### config.mk
export PLATFORM = sky130hd
export DESIGN_NAME = elevator_dispatcher
export DESIGN_NICKNAME = d
export VERILOG_FILES = /design/src/rtl/elevator_dispatcher.sv
export SDC_FILE = /design/constraint.sdc
export NUM_CORES = 1
export LEC_CHECK = 0
export ABC_CLOCK_PERIOD_IN_PS = 4140
export CAP_MARGIN = 0
export CORE_ASPECT_RATIO = 0.75
export CORE_MARGIN = 5
export CORE_UTILIZATION = 59
export CTS_BUF_LIST = sky130_fd_sc_hd__clkbuf_4
export DETAILED_ROUTE_END_ITERATION = 6
export PLACE_DENSITY = 0.92
export SYNTH_ARGS = -nofsm -noshare
export SYNTH_HDL_FRONTEND = slang
export SYNTH_SLANG_ARGS = --single-unit
### constraint.sdc
create_clock -name clk -period 4.14 [get_ports clk]
set_input_delay 0.621 -clock clk [delete_from_list [all_inputs] [get_ports clk]]
set_output_delay 0.621 -clock clk [all_outputs]
set_load 0.01 [all_outputs]
### src/rtl/elevator_dispatcher.sv
// rtl/elevator_dispatcher.sv - SCAN elevator car controller consuming the floor request queue
//
// Ports:
//   clk             system clock, rising edge
//   reset           asynchronous active-high reset
//   queue_status    pending request bitmap from elevator_queue (bit n = floor n)
//   r_nwr           to queue: 1 = read, 0 = write (clear)
//   deassert_floor  to queue: single-cycle pulse clearing requested_floor
//   requested_floor floor index being cleared
//   current_floor   car position
//   motor_up        car moving up
//   motor_down      car moving down
//   door_open       door open
module elevator_dispatcher #(
    parameter int FLOOR_COUNT         = 7,
    parameter int FLOOR_TRAVEL_CYCLES = 50,
    parameter int DOOR_OPEN_CYCLES    = 100
) (
    input  logic                   clk,
    input  logic                   reset,
    input  logic [FLOOR_COUNT-1:0] queue_status,
    output logic                   r_nwr,
    output logic                   deassert_floor,
    output logic [2:0]             requested_floor,
    output logic [2:0]             current_floor,
    output logic                   motor_up,
    output logic                   motor_down,
    output logic                   door_open
);

    localparam int TW = (FLOOR_TRAVEL_CYCLES > 1) ? $clog2(FLOOR_TRAVEL_CYCLES) : 1;
    localparam int DW = (DOOR_OPEN_CYCLES > 1) ? $clog2(DOOR_OPEN_CYCLES) : 1;
    localparam logic [TW-1:0] TRAVEL_LAST = TW'(FLOOR_TRAVEL_CYCLES - 1);
    localparam logic [DW-1:0] DOOR_LAST   = DW'(DOOR_OPEN_CYCLES - 1);

    typedef enum logic [1:0] {IDLE, MOVING, ARRIVE, DOOR_OPEN} state_t;

    state_t        state, state_nx;
    logic          dir, dir_nx;              // 1 = up, 0 = down
    logic [2:0]    floor_nx, step_floor;
    logic [TW-1:0] travel_cnt, travel_nx;
    logic [DW-1:0] door_cnt, door_nx;

    logic       motor_up_nx, motor_down_nx, door_open_nx;
    logic       r_nwr_nx, deassert_nx;
    logic [2:0] requested_nx;

    function automatic logic at_floor(input logic [FLOOR_COUNT-1:0] q, input logic [2:0] f);
        logic r;
        r = 1'b0;
        for (int i = 0; i < FLOOR_COUNT; i++)
            if (q[i] && (i == int'(f))) r = 1'b1;
        return r;
    endfunction

    // Any pending request strictly beyond floor f in the given direction.
    function automatic logic pending_beyond(input logic [FLOOR_COUNT-1:0] q, input logic [2:0] f,
                                            input logic up);
        logic r;
        r = 1'b0;
        for (int i = 0; i < FLOOR_COUNT; i++)
            if (q[i] && (up ? (i > int'(f)) : (i < int'(f)))) r = 1'b1;
        return r;
    endfunction

    // A MOVING car always has a request ahead, so the step never leaves 0..FLOOR_COUNT-1.
    assign step_floor = dir ? current_floor + 3'd1 : current_floor - 3'd1;

    always_ff @(posedge clk or posedge reset) begin
        if (reset) begin
            state           <= IDLE;
            dir             <= 1'b1;
            current_floor   <= 3'd0;
            travel_cnt      <= '0;
            door_cnt        <= '0;
            motor_up        <= 1'b0;
            motor_down      <= 1'b0;
            door_open       <= 1'b0;
            r_nwr           <= 1'b1;
            deassert_floor  <= 1'b0;
            requested_floor <= 3'd0;
        end else begin
            state           <= state_nx;
            dir             <= dir_nx;
            current_floor   <= floor_nx;
            travel_cnt      <= travel_nx;
            door_cnt        <= door_nx;
            motor_up        <= motor_up_nx;
            motor_down      <= motor_down_nx;
            door_open       <= door_open_nx;
            r_nwr           <= r_nwr_nx;
            deassert_floor  <= deassert_nx;
            requested_floor <= requested_nx;
        end
    end

    always_comb begin
        state_nx  = state;
        dir_nx    = dir;
        floor_nx  = current_floor;
        travel_nx = travel_cnt;
        door_nx   = door_cnt;
        case (state)
            IDLE: begin
                if (at_floor(queue_status, current_floor)) begin
                    state_nx = ARRIVE;
                end else if (pending_beyond(queue_status, current_floor, dir)) begin
                    state_nx  = MOVING;
                    travel_nx = '0;
                end else if (pending_beyond(queue_status, current_floor, !dir)) begin
                    state_nx  = MOVING;
                    dir_nx    = !dir;
                    travel_nx = '0;
                end
            end
            MOVING: begin
                if (travel_cnt == TRAVEL_LAST) begin
                    travel_nx = '0;
                    floor_nx  = step_floor;
                    if (at_floor(queue_status, step_floor))
                        state_nx = ARRIVE;
                    else if (!pending_beyond(queue_status, step_floor, dir))
                        state_nx = IDLE;
                end else begin
                    travel_nx = travel_cnt + TW'(1);
                end
            end
            ARRIVE: begin
                state_nx = DOOR_OPEN;
                door_nx  = '0;
            end
            DOOR_OPEN: begin
                // First door cycle ignores the floor bit: our own clear has not landed yet.
                if ((door_cnt != '0) && at_floor(queue_status, current_floor)) begin
                    state_nx = ARRIVE;
                end else if (door_cnt == DOOR_LAST) begin
                    state_nx = IDLE;
                    door_nx  = '0;
                end else begin
                    door_nx = door_cnt + DW'(1);
                end
            end
            default: state_nx = IDLE;
        endcase
    end

    // Output values for the next cycle, registered alongside the state.
    always_comb begin
        motor_up_nx   = (state_nx == MOVING) && dir_nx;
        motor_down_nx = (state_nx == MOVING) && !dir_nx;
        deassert_nx   = (state_nx == ARRIVE);
        r_nwr_nx      = (state_nx != ARRIVE);
        requested_nx  = (state_nx == ARRIVE) ? floor_nx : requested_floor;
        // A re-press while the door is open keeps the door open through the clear cycle.
        door_open_nx  = (state_nx == DOOR_OPEN) || ((state_nx == ARRIVE) && door_open);
    end

endmodule

; After elaboration in Yosys (flattened, before gate mapping)
; Cells that the tools add are included.
[word_totals]
register_bits = 27
out_inout_bits = 11
inputBits = 9
[op_classes]
magnitude_cmp = 26
n_addsub = 4
muxes = 92
eq_ne = 24
n_reduce_logical = 50
[op_table]
columns = cell, n
row1 = 2-to-1 mux 1 bit, 72
row2 = logical AND 1 bit, 39
row3 = "== test 3 bit, first input constant", 8
row4 = 2-to-1 mux 6 bit, 4
row5 = "> comparator 3 bit, first input constant", 6
row6 = "< comparator 3 bit, first input constant", 6
row7 = 2-to-1 mux 2 bit, 8
row8 = 2-to-1 mux 7 bit, 2
row9 = one-hot mux 7 bit (2 select lines), 1
row10 = "== test 2 x 3 -> 1 bit, first input constant", 4
row11 = "> comparator 2 x 3 -> 1 bit, first input constant", 4
row12 = "< comparator 1 x 3 -> 1 bit, first input constant", 4
row13 = "< comparator 2 x 3 -> 1 bit, first input constant", 4
row14 = one-hot mux 6 bit (2 select lines), 1
row15 = 2-to-1 mux 3 bit, 3
row16 = "== test 2 bit, second input constant", 4
row17 = one-hot mux 2 bit (4 select lines), 1
row18 = "adder 7 x 1 -> 7 bit, second input constant", 1
row19 = "== test 7 bit, second input constant", 1
row20 = nonzero test 7 bit, 1
row21 = "adder 6 x 1 -> 6 bit, second input constant", 1
row22 = "== test 6 bit, second input constant", 1
row23 = "> comparator 1 x 3 -> 1 bit, first input constant", 2
row24 = zero test 3 bit, 2
row25 = other kinds (11), 16

; Depth between registers and ports, before layout
[logic_depth]
ltp_word = 23
ltp_mapped = 12
depth_no_buf = 9

; Least setup slack after synthesis
; Ideal clock, no wire load.
[synth_path]
path_type = flip-flop to flip-flop
startpoint = register current_floor[1]
endpoint = register requested_floor[0]
arrival_ps = 2922
setup_ps = 125
period_less_slack_ps = 3047
stages_incl_launch_ff = 12
slack_ps = 1093
n_path_buf = 3
cell_sequence = dfrtp_1 clkbuf_1 inv_1 ha_1 clkbuf_1 xnor2_1 mux4_2 a211o_1 and3_4 nor2b_4 buf_6 mux2_4
[synth_between]
elab_chain_len = 20
elab_cells_between_ends = 156
[synth_rtl]
columns = element, line_no
row1 = from (decl), 25  ; output logic [2:0] current_floor,
row2 = from (signal assigned), 85  ; current_floor <= floor_nx;
row3 = subtractor 3 x 1 -> 3 bit / adder 3 x 1 -> 3 bit (equally long branches), 67  ; assign step_floor = dir ? current_floor + 3'd1 : current_floor - 3'd1;
row4 = 2-to-1 mux 3 bit, 67
row5 = < comparator 1 x 3 -> 1 bit, 62  ; if (q[i] && (up ? (i > int'(f)) : (i < int'(f)))) r = 1'b1;
row6 = 2-to-1 mux 1 bit, 62
row7 = logical AND 1 bit, 62
row8 = 2-to-1 mux 1 bit (7 in a row), 62
row9 = 2-to-1 mux 1 bit, 120  ; if (at_floor(queue_status, step_floor))
row10 = 2-to-1 mux 1 bit, 117  ; if (travel_cnt == TRAVEL_LAST) begin
row11 = 2-to-1 mux 1 bit, 103  ; case (state)
row12 = 2-to-1 mux 2 bit, 122  ; else if (!pending_beyond(queue_status, step_floor, dir))
row13 = 2-to-1 mux 2 bit, 120
row14 = 2-to-1 mux 2 bit, 117
row15 = one-hot mux 2 bit (4 select lines) (*), 103
row16 = net state_nx[1], 38  ; state_t state, state_nx;
row17 = == test 2 bit (*), --
row18 = net deassert_nx, 45  ; logic r_nwr_nx, deassert_nx;
row19 = to (signal assigned), 93  ; requested_floor <= requested_nx;
row20 = to (decl), 24  ; output logic [2:0] requested_floor,
; The timed path passes the listed nets; every way through them passes the cells marked *. The select of a mux whose other input is x is not followed.
; A chain may end at the register's enable or synchronous reset.

; Worst setup path after layout
[layout_path]
startpoint = register current_floor[0]
endpoint = register requested_floor[2]
[layout_between]
elab_chain_len = 20
elab_cells_between_ends = 158
[layout_rtl]
columns = element, line_no
row1 = subtractor 3 x 1 -> 3 bit / adder 3 x 1 -> 3 bit (equally long branches), 67
row2 = 2-to-1 mux 3 bit, 67
row3 = < comparator 1 x 3 -> 1 bit, 62
row4 = 2-to-1 mux 1 bit, 62
row5 = logical AND 1 bit, 62
row6 = 2-to-1 mux 1 bit (7 in a row), 62
row7 = 2-to-1 mux 1 bit, 120
row8 = 2-to-1 mux 1 bit, 117
row9 = 2-to-1 mux 1 bit, 103
row10 = 2-to-1 mux 2 bit, 122
row11 = 2-to-1 mux 2 bit, 120
row12 = 2-to-1 mux 2 bit, 117
row13 = one-hot mux 2 bit (4 select lines) (*), 103
row14 = net state_nx[1], 38
row15 = == test 2 bit (*), 153  ; requested_nx = (state_nx == ARRIVE) ? floor_nx : requested_floor;
; Marked as above.

==> impl_metrics.env <==
export IMPL_grt_max_degree=28
export IMPL_synth_top_family_by_area="compound AO/OA/AOI/OAI gates"
export IMPL_required_ns=4.36
export IMPL_postPlaceCellArea_sq_um=2170
export IMPL_fillCellCount=251
export IMPL_gp_congestion=0.987
export IMPL_insertion_delay_ns=0.32
export IMPL_setup_viol=0
export IMPL_chipHeight_um=60.3
export IMPL_htreeDepth=1
export IMPL_synth_area_sq_um=1990
export IMPL_synth_xor_area_share_pct=3.02
export IMPL_power_total_mw=1.42
export IMPL_syn_to_final_growth_pct=10.4
export IMPL_drt_met1_wl_um=2070
export IMPL_crit_type="reg -> reg"
export IMPL_worstPathArrival_ns=3.57
export IMPL_grt_pass1_wl_um=7730
export IMPL_start_util_pct=60.9
export IMPL_grt_use_total_pct=20.8
export IMPL_cap_violations=0
export IMPL_seq_area_frac_synth_pct=34.1
export IMPL_synth_mux_area_fraction_pct=5.41
export IMPL_core_region_area_sq_um=3270
export IMPL_synth_warning_count=0
export IMPL_period_needed_ns=3.36
export IMPL_numClockSinks=27
export IMPL_fin_worst_skew_ns=0.00713
export IMPL_syn_inst=231
export IMPL_synth_compound_area_share_pct=24.4
export IMPL_met3_length_um=440
export IMPL_tightest_slew_ns=0.988
export IMPL_drt_iter0_markers=311
export IMPL_cpMaxStageDelayCell="dfrtp_1"
export IMPL_utilization_pct=67.2
export IMPL_synth_seq_cells=27
export IMPL_place_ws_ns=0.813
export IMPL_max_freq_ghz=0.298
export IMPL_synth_simple_area_share_pct=20.6
export IMPL_dieArea_sq_um=4640
export IMPL_drcViolationCount=0
export IMPL_whs_path_depth=1
export IMPL_synthArstFlopShare_pct=100
export IMPL_numCtsBuffers=3
export IMPL_clk_path_buf_depth=2
export IMPL_yosysMostFrequentCell="dfrtp_1"
export IMPL_dr_pass1_iters=5
export IMPL_antenna_found_initial=0
export IMPL_max_stage_delay_ns=0.75
export IMPL_finalWorstSetupSlack_ns=0.785
export IMPL_crit_path_end_kind="register"
export IMPL_syn_avg_cell_area_sq_um=8.61
export IMPL_min_path_type="reg -> reg"
export IMPL_rrSetupSlack_ns=0.78
export IMPL_wl_per_cell_um=15.8
export IMPL_via_per_inst=6.50
export IMPL_start_kind="register"
export IMPL_boundaryPins=20
export IMPL_p_leak_nw=0.901
export IMPL_cts_setup_buffers=0
export IMPL_ir_drop_uv=479
export IMPL_cts_tree="yes"
export IMPL_synth_common_cells="25 x dfrtp_1, 20 x nand2_1, 18 x nor2_1"
export IMPL_cts_resized=0
export IMPL_hpwlAfterDp_um=3230
export IMPL_grt_overflow=0
export IMPL_status="complete, no violations"
export IMPL_clockRootBuffer="clkbuf_4"
export IMPL_synth_area_leaders="dfrtp_1 31%, ha_1 6.3%, nand2_1 3.8%, nor2_1 3.4%, a21oi_1 3.3%"
export IMPL_slew_headroom_pct=34.0
export IMPL_slew_violations=0
export IMPL_ys_types=60
export IMPL_final_layout_size_suffix_gt1_share_pct=8.75
export IMPL_regArea_sq_um=678
export IMPL_hold_viol=0
export IMPL_setup_tns_ns=0
export IMPL_top_layer="met4"
export IMPL_num_vias=1820
export IMPL_io_buffers=19
export IMPL_crit_chain="inv_1 -> ha_1 -> xor2_2 -> o21ai_2 -> mux4_2 -> a211o_1 -> and3_4 -> nor2b_4 -> mux2_4"
export IMPL_rsz0062_at_grt="no"
export IMPL_ant_nets=0
export IMPL_finalCritPeriodShare_pct=81.0
export IMPL_fin_nets=260
export IMPL_grt_pass1_vias=1625
export IMPL_crit_fanout=19
export IMPL_synth_nets=250
export IMPL_drt_wl_total_um=4420
export IMPL_met2_wirelength_um=1890
export IMPL_final_area_sq_um=2190
export IMPL_synth_largest_area_cell="dfrtp_1"
export IMPL_synthAdderAreaFrac_pct=6.29
export IMPL_die_w_um=77.0
export IMPL_yosysTopAreaCellShare_pct=31.5
export IMPL_power_density_nw_per_um2=646
export IMPL_synth_edf_count=0
export IMPL_diodes=0
export IMPL_synthFlopType="dfrtp_1"
export IMPL_r2r_cells=9
export IMPL_cts_hold_buffers=0
export IMPL_num_rows=18
export IMPL_multiInputGateArea_sq_um=1190
export IMPL_cts_clk_slew_worst_paths_ns=0.14
[worst paths after layout]
kind	start	end
worst max-delay path	current_floor[0]	requested_floor[2]
worst min-delay path	travel_cnt[5]	travel_cnt[5]
worst max register to register	current_floor[0]	requested_floor[2]
worst min register to register	travel_cnt[5]	travel_cnt[5]
max in group asynchronous	reset	current_floor[2]
min in group asynchronous	reset	door_cnt[2]
[stage by stage]
step	std cells	hold slack, ns
finish	280	0.507
detailed placement	276	0.473
global placement	276	0.469
floorplan	231	0.449
global route	280	0.518
CTS	280	0.495
[critical path, delay by kind of cell, from the launching register on]
| kind | cells | cell delay [ns] |
|---|---|---|
| mux | 2 | 0.82 |
| flops | 1 | 0.75 |
| compound gates | 2 | 0.54 |
| buf+inv | 1 | 0.32 |
| simple gates | 2 | 0.32 |
| fa+ha+maj | 1 | 0.31 |
| xor+xnor | 1 | 0.18 |
[sequential cells by signal (all words and copies together) (netlist names)]
name	cells
current_floor	3
door_open	1
motor_down	1
travel_cnt	6
r_nwr	1
motor_up	1
state	2
dir	1
deassert_floor	1
requested_floor	3
door_cnt	7
[per-layer routing]
layer / global-route usage, % / up-vias
li1: - / 861
met1: 30.5 / 860
met2: 30.4 / 95
met3: 6.63 / 4
met4: 3.68 / 0
met5: 0 / -
[placed cells by master (no fill, tap or decap), drive strengths merged, types with 2 or more instances in the layout]
cell type,n
mux2,3
nor2,18
a31oi,5
dfstp,2
o31ai,2
a31o,2
ha,10
o21ai,12
a21oi,13
a22oi,2
dfrtp,25
inv,16
nand4,4
nor3b,2
clkbuf,3
a221oi,2
a211oi,2
nand2b,2
a22o,3
o22ai,4
nand2,20
or2,4
a2111oi,3
mux2i,4
clkdlybuf4s50,19
nand3b,2
xnor2,5
nand3,9
nor3,8
a21boi,3
nor2b,7
or3,2
[area by class of cell]
class / instances / area share (%)
well taps: 40 / 2.28
multi-input cells: 174 / 54.2
clock inverters: 1 / 0.228
flip-flops and latches: 27 / 30.9
inverters: 16 / 2.74
repair buffers: 19 / 8.67
clock buffers: 3 / 1.03
[cells by family (layout without fill, tap and decap cells)]
kind of cell / Yosys count / after routing
simple gates: 81 / 81
compound gates: 69 / 69
buf+inv: 30 / 39
flops: 27 / 27
fa+ha+maj: 10 / 10
mux: 8 / 8
xor+xnor: 6 / 6
[where the power goes]
| part | switching, mW | internal (mW) |
|---|---|---|
| clock network | 0.0750 | 0.0362 |
| logic | 0.431 | 0.378 |
| registers | 0.139 | 0.359 |
Power figures use the tool's default switching activity.
